==> config.mk <==
export PLATFORM = sky130hd
export DESIGN_NAME = div_sequencer_flat
export DESIGN_NICKNAME = d
export VERILOG_FILES = /design/src/rtl/div_if.sv /design/src/rtl/div_sequencer.sv /design/src/flat_wrapper.sv
export SDC_FILE = /design/constraint.sdc
export NUM_CORES = 1
export LEC_CHECK = 0
export ABC_AREA = 1
export CORE_UTILIZATION = 45
export CTS_BUF_LIST = sky130_fd_sc_hd__clkbuf_2
export CTS_CLUSTER_SIZE = 24
export DETAILED_ROUTE_END_ITERATION = 7
export GPL_ROUTABILITY_DRIVEN = 0
export SLEW_MARGIN = 10
export SYNTH_ARGS = -nofsm -noshare
export SYNTH_HDL_FRONTEND = slang
export SYNTH_SLANG_ARGS = --single-unit
==> constraint.sdc <==
create_clock -name clk -period 9.5 [get_ports clk]
set_input_delay 1.9 -clock clk [delete_from_list [all_inputs] [get_ports clk]]
set_output_delay 1.9 -clock clk [all_outputs]
set_load 0.03 [all_outputs]
==> src/rtl/div_if.sv <==
// Request/response bundle between the execute stage and the RV32M divide sequencer.
interface div_if #(
  parameter int DATA_WIDTH = 32
);
  logic                  start;
  logic [1:0]            op;
  logic [DATA_WIDTH-1:0] dividend;
  logic [DATA_WIDTH-1:0] divisor;
  logic [4:0]            rd_in;
  logic                  flush;
  logic                  stall;
  logic                  result_valid;
  logic [DATA_WIDTH-1:0] result;
  logic [4:0]            result_rd;

  modport master (
    output start, op, dividend, divisor, rd_in, flush,
    input  stall, result_valid, result, result_rd
  );

  modport slave (
    input  start, op, dividend, divisor, rd_in, flush,
    output stall, result_valid, result, result_rd
  );
endinterface

==> src/rtl/div_sequencer.sv <==
// Multi-cycle restoring divider for DIV/DIVU/REM/REMU, one quotient bit per cycle,
// with single-cycle handling of divide-by-zero and signed overflow.
//
// state | meaning
// IDLE  | waiting for a divide request from execute
// BUSY  | shift-subtract loop running, pipeline stalled
// DONE  | result_valid pulse, stall released
module div_sequencer #(
  parameter int DATA_WIDTH = 32
) (
  input  logic clk,
  input  logic rst,
  div_if.slave bus
);
  localparam int DW = DATA_WIDTH;
  localparam int CW = $clog2(DATA_WIDTH);

  typedef enum logic [1:0] {IDLE, BUSY, DONE} state_t;

  state_t        state;
  logic [CW-1:0] count;
  logic [DW-1:0] quotient;
  logic [DW-1:0] remainder;
  logic [DW-1:0] dividend_reg;
  logic [DW-1:0] divisor_reg;
  logic [1:0]    op_reg;
  logic          q_neg;
  logic          r_neg;
  logic [DW-1:0] result_reg;
  logic [4:0]    result_rd_reg;
  logic          result_valid_reg;

  logic          is_signed;
  logic [DW-1:0] abs_dividend;
  logic [DW-1:0] abs_divisor;
  logic          div_zero;
  logic          overflow;
  logic [DW:0]   trial;
  logic [DW-1:0] rem_next;
  logic [DW-1:0] quo_next;

  always_comb begin
    is_signed    = ~bus.op[0];
    abs_dividend = (is_signed && bus.dividend[DW-1]) ? -bus.dividend : bus.dividend;
    abs_divisor  = (is_signed && bus.divisor[DW-1])  ? -bus.divisor  : bus.divisor;
    div_zero     = (bus.divisor == '0);
    overflow     = is_signed && (bus.dividend == {1'b1, {(DW-1){1'b0}}}) && (bus.divisor == '1);
    // remainder[DW-1] is always 0 before the last step, so dropping it loses nothing
    trial = {1'b0, remainder[DW-2:0], dividend_reg[DW-1]} - {1'b0, divisor_reg};
    if (!trial[DW]) begin
      rem_next = trial[DW-1:0];
      quo_next = {quotient[DW-2:0], 1'b1};
    end else begin
      rem_next = {remainder[DW-2:0], dividend_reg[DW-1]};
      quo_next = {quotient[DW-2:0], 1'b0};
    end
  end

  assign bus.stall        = ~rst & ~bus.flush & (((state == IDLE) & bus.start) | (state == BUSY));
  assign bus.result_valid = result_valid_reg;
  assign bus.result       = result_reg;
  assign bus.result_rd    = result_rd_reg;

  always_ff @(posedge clk) begin
    if (rst) begin
      state            <= IDLE;
      count            <= '0;
      quotient         <= '0;
      remainder        <= '0;
      dividend_reg     <= '0;
      divisor_reg      <= '0;
      op_reg           <= '0;
      q_neg            <= 1'b0;
      r_neg            <= 1'b0;
      result_reg       <= '0;
      result_rd_reg    <= '0;
      result_valid_reg <= 1'b0;
    end else begin
      result_valid_reg <= 1'b0;
      if (bus.flush) begin
        state <= IDLE;
      end else begin
        case (state)
          IDLE: begin
            if (bus.start) begin
              op_reg        <= bus.op;
              result_rd_reg <= bus.rd_in;
              dividend_reg  <= abs_dividend;
              divisor_reg   <= abs_divisor;
              q_neg         <= is_signed & (bus.dividend[DW-1] ^ bus.divisor[DW-1]);
              r_neg         <= is_signed & bus.dividend[DW-1];
              count         <= '0;
              remainder     <= '0;
              quotient      <= '0;
              if (div_zero || overflow) begin
                state            <= DONE;
                result_valid_reg <= 1'b1;
                if (!bus.op[1])
                  result_reg <= div_zero ? '1 : {1'b1, {(DW-1){1'b0}}};
                else
                  result_reg <= div_zero ? bus.dividend : '0;
              end else begin
                state <= BUSY;
              end
            end
          end
          BUSY: begin
            remainder    <= rem_next;
            quotient     <= quo_next;
            dividend_reg <= dividend_reg << 1;
            count        <= count + 1'b1;
            if (count == CW'(DW - 1)) begin
              state            <= DONE;
              result_valid_reg <= 1'b1;
              if (op_reg[1])
                result_reg <= r_neg ? -rem_next : rem_next;
              else
                result_reg <= q_neg ? -quo_next : quo_next;
            end
          end
          DONE:    state <= IDLE;
          default: state <= IDLE;
        endcase
      end
    end
  end
endmodule

==> src/flat_wrapper.sv <==
// flat-port wrapper written by rule: the top's interface ports become plain ports
module div_sequencer_flat 
#(
  parameter int DATA_WIDTH = 32
)
  (clk, rst, bus_start, bus_op, bus_dividend, bus_divisor, bus_rd_in, bus_flush, bus_stall, bus_result_valid, bus_result, bus_result_rd);
  div_if #(.DATA_WIDTH(DATA_WIDTH)) bus_i ();
  input  logic clk;
  input  logic rst;
  input wire logic [$bits(bus_i.start)-1:0] bus_start;
  input wire logic [$bits(bus_i.op)-1:0] bus_op;
  input wire logic [$bits(bus_i.dividend)-1:0] bus_dividend;
  input wire logic [$bits(bus_i.divisor)-1:0] bus_divisor;
  input wire logic [$bits(bus_i.rd_in)-1:0] bus_rd_in;
  input wire logic [$bits(bus_i.flush)-1:0] bus_flush;
  output wire logic [$bits(bus_i.stall)-1:0] bus_stall;
  output wire logic [$bits(bus_i.result_valid)-1:0] bus_result_valid;
  output wire logic [$bits(bus_i.result)-1:0] bus_result;
  output wire logic [$bits(bus_i.result_rd)-1:0] bus_result_rd;
  assign bus_i.start = bus_start;
  assign bus_i.op = bus_op;
  assign bus_i.dividend = bus_dividend;
  assign bus_i.divisor = bus_divisor;
  assign bus_i.rd_in = bus_rd_in;
  assign bus_i.flush = bus_flush;
  assign bus_stall = bus_i.stall;
  assign bus_result_valid = bus_i.result_valid;
  assign bus_result = bus_i.result;
  assign bus_result_rd = bus_i.result_rd;
  div_sequencer #(.DATA_WIDTH(DATA_WIDTH)) u_core (.clk(clk), .rst(rst), .bus(bus_i));
endmodule
==> impl_metrics.json <==
{
  "io_buffer_count": 113,
  "die_w_um": 174.1,
  "arrival_ns": 6.31,
  "num_rows": 62,
  "slew_viol_final": 0,
  "fin_crit_sh_pct": 58.20,
  "htreeDepth": 4,
  "first_pass_iters": 5,
  "grt_antenna_before_repair": 3,
  "num_vias": 14470,
  "initial_core_util_pct": 46.07,
  "worstRegToRegCells": 26,
  "synth_area_per_cell_sq_um": 5.960,
  "drive_gt1_share_pct": 5.343,
  "wl_per_cell_um": 16.58,
  "cts_setup_buffers": 0,
  "timing_worst_setup_path_type": "reg2reg",
  "routed_wirelength_mm": 44.58,
  "insertion_delay_ns": 0.83,
  "rr_startpoint": "u_core.divisor_reg[25]",
  "grt_pass1_vias": 13250,
  "ant_nets": 0,
  "p_total_uw": 1646,
  "power.density_mw_per_mm2": 110.4,
  "utilization_pct": 51.52,
  "path_max_fanout": 57,
  "synth_top_area_share_pct": 26.13,
  "tightest_slew_ns": 0.8409,
  "dp.cells": 2655,
  "p_int_uw": 1028,
  "hpwl_mm": 34.07,
  "yosysMostFrequentCell": "nand2_1",
  "final_hold_viol_count": 0,
  "cts.repair.resized": 0,
  "rsz0062_at_grt": "false",
  "comb_power_share_pct": 28.0,
  "synth_seq_area_share_pct": 26.13,
  "maxCapViolations": 0,
  "reg2reg_to": "u_core.bus.result[30]",
  "slew_headroom_pct": 43.88,
  "cts_buffers": 17,
  "yosysWarningCount": 0,
  "endpoint": "u_core.bus.result[30]",
  "p_leak_uw": 0.006959,
  "required_ns": 10.28,
  "final_cells": 2689,
  "cts_max_path_buffers": 2,
  "fin_tns_setup_ns": 0,
  "cts_tree": "yes",
  "pwr-share-clk_pct": 25.1,
  "setup_violations": 0,
  "outcome": "finished clean",
  "syn_nets": 2352,
  "cts_hold_buffers": 0,
  "gr-total-overflow": 0,
  "drtIter0Drc": 1119,
  "syn_to_final_growth_pct": 11.83,
  "ioPinCount": 114,
  "startpoint_type": "register",
  "cp-end-kind": "register",
  "clk_transition_reported_paths_ns": 0.27,
  "yosysTopAreaCell": "dfxtp_1",
  "min_period_ns": 5.529,
  "grt_first_pass_wirelength_mm": 70.70,
  "min_path_type": "reg2reg",
  "layout.nets": 2405,
  "fmax_mhz": 180.9,
  "yosys-top-cells-area": "dfxtp_1, nand2_1, a21oi_1",
  "synthArstFlopShare_pct": 0,
  "synth-edff-count": 0,
  "synth_common_cells": "nand2_1, inv_1, nor2_1, a21oi_1, dfxtp_1",
  "die_h_um": 174.1,
  "synth.distinct_cells": 52,
  "clock_sinks": 174,
  "ys.flop_type": "dfxtp_1",
  "grt_max_degree": 73,
  "ir_worst_vdd_mv": 0.1042,
  "skew_ns": 0.03812,
  "vias_per_cell": 5.380,
  "syn-instance-count": 2237,
  "p_sw_uw": 617.6,
  "grt_usage_pct": 29.56,
  "switching_share_pct": 37.52,
  "critPathLaunch": "u_core.divisor_reg[25]",
  "syn_area_sq_mm": 0.01333,
  "synth-seq-cells": 174,
  "pwr-share-seq_pct": 46.9,
  "cts_root_buf": "clkbuf_2",
  "fp.dieArea_sq_mm": 0.03032,
  "route.detailed.drc": 0,
  "reg2reg_slack_ns": 3.97,
  "core_sq_mm": 0.02894
}
==> power groups by stage <==
stage | sequential [uW] | clock [uW] | combinational [uW]
final | 771 | 413 | 462
after global routing | 775 | 461 | 513
after CTS | 771 | 430 | 456
after detailed placement | 784 | 0 | 454
after global placement | 784 | 0 | 452
after floorplan | 789 | 0 | 298
==> cell type report <==
type,instances,area [sq um]
antenna,3,7.507
clock buffer,18,90.09
clock inverter,13,142.6
fill,3081,14030
inverter,294,1105
multi-input combinational,1678,8381
sequential,174,3483
tap,384,480.5
timing repair buffer,125,1219
==> cells in the final DEF (no fill, tap or decap), drive strengths merged, types with 3 or more instances in the layout <==
| master | count |
|---|---|
| nand4 | 25 |
| dfxtp | 174 |
| clkinvlp | 4 |
| nand3b | 6 |
| a22oi | 34 |
| o221ai | 14 |
| a21oi | 220 |
| xor2 | 38 |
| o211ai | 34 |
| o31ai | 3 |
| buf | 13 |
| clkinv | 12 |
| nand2 | 626 |
| ha | 39 |
| nand3 | 138 |
| or2 | 18 |
| nor2 | 252 |
| clkbuf | 18 |
| inv | 289 |
| diode | 3 |
| a31oi | 10 |
| and3 | 3 |
| nor4 | 7 |
| o21a | 10 |
| clkdlybuf4s50 | 112 |
| nor3 | 33 |
| o21ai | 145 |
| xnor2 | 8 |
==> logic make-up after synthesis <==
family / count (synthesis) / synth area share, %
compound gates: 481 / 20.74
fa+ha+maj: 40 / 3.810
simple gates: 1111 / 35.12
xor+xnor: 46 / 3.022
flops: 174 / 26.13
buf+inv: 385 / 11.18
==> worst max-delay path: stages, from the launching register on <==
cell and delay (ns):
dfxtp_1 0.41, inv_1 0.14, ha_1 0.39, nand2_1 0.15, nor2_2 0.06, nand2_1 0.16
inv_2 0.06, a21oi_4 0.36, nand2_4 0.49, inv_2 0.36, ha_1 0.19, inv_1 0.06
nor3_1 0.26, inv_1 0.10, nor3_1 0.24, nand3_1 0.19, nor3_1 0.35, nand4_1 0.27
nor2_1 0.29, nand2_1 0.07, o21ai_0 0.26, nor2_1 0.07, nor2_1 0.09, a21oi_1 0.07
nand2_1 0.19, nand2_1 0.07, a21oi_1 0.12
==> through the flow <==
stage	cell area [sq um]	setup WS (ns)	hold slack, ns
after floorplan	13330	4.650	0.4422
after global placement	14670	3.945	0.4504
after detailed placement	14670	3.893	0.4541
after CTS	14900	4.015	0.4813
after global routing	14910	3.505	0.4943
final	14910	3.971	0.4801
==> worst min-delay path by stage <==
stage / startpoint / to / slack (ns) / cells past startpoint
2_1_floorplan: u_core.dividend_reg[14] / u_core.dividend_reg[14] / 0.44 / 2
3_3_place_gp: u_core.dividend_reg[24] / u_core.dividend_reg[24] / 0.45 / 2
3_5_place_dp: u_core.dividend_reg[24] / u_core.dividend_reg[24] / 0.45 / 2
4_1_cts: u_core.dividend_reg[24] / u_core.dividend_reg[24] / 0.48 / 2
5_1_grt: u_core.dividend_reg[15] / u_core.dividend_reg[15] / 0.49 / 2
6_report: u_core.dividend_reg[19] / u_core.dividend_reg[19] / 0.48 / 2
==> routing by layer <==
layer / up-vias / GRT usage [%] / wire, um
met4: 2 / 9.795 / 1294
li1: 7391 / - / -
met3: 66 / 5.118 / 3074
met5: - / 0 / 10
met2: 466 / 44.88 / 19020
met1: 6541 / 42.00 / 21180
(Power assumes the default switching activity.)
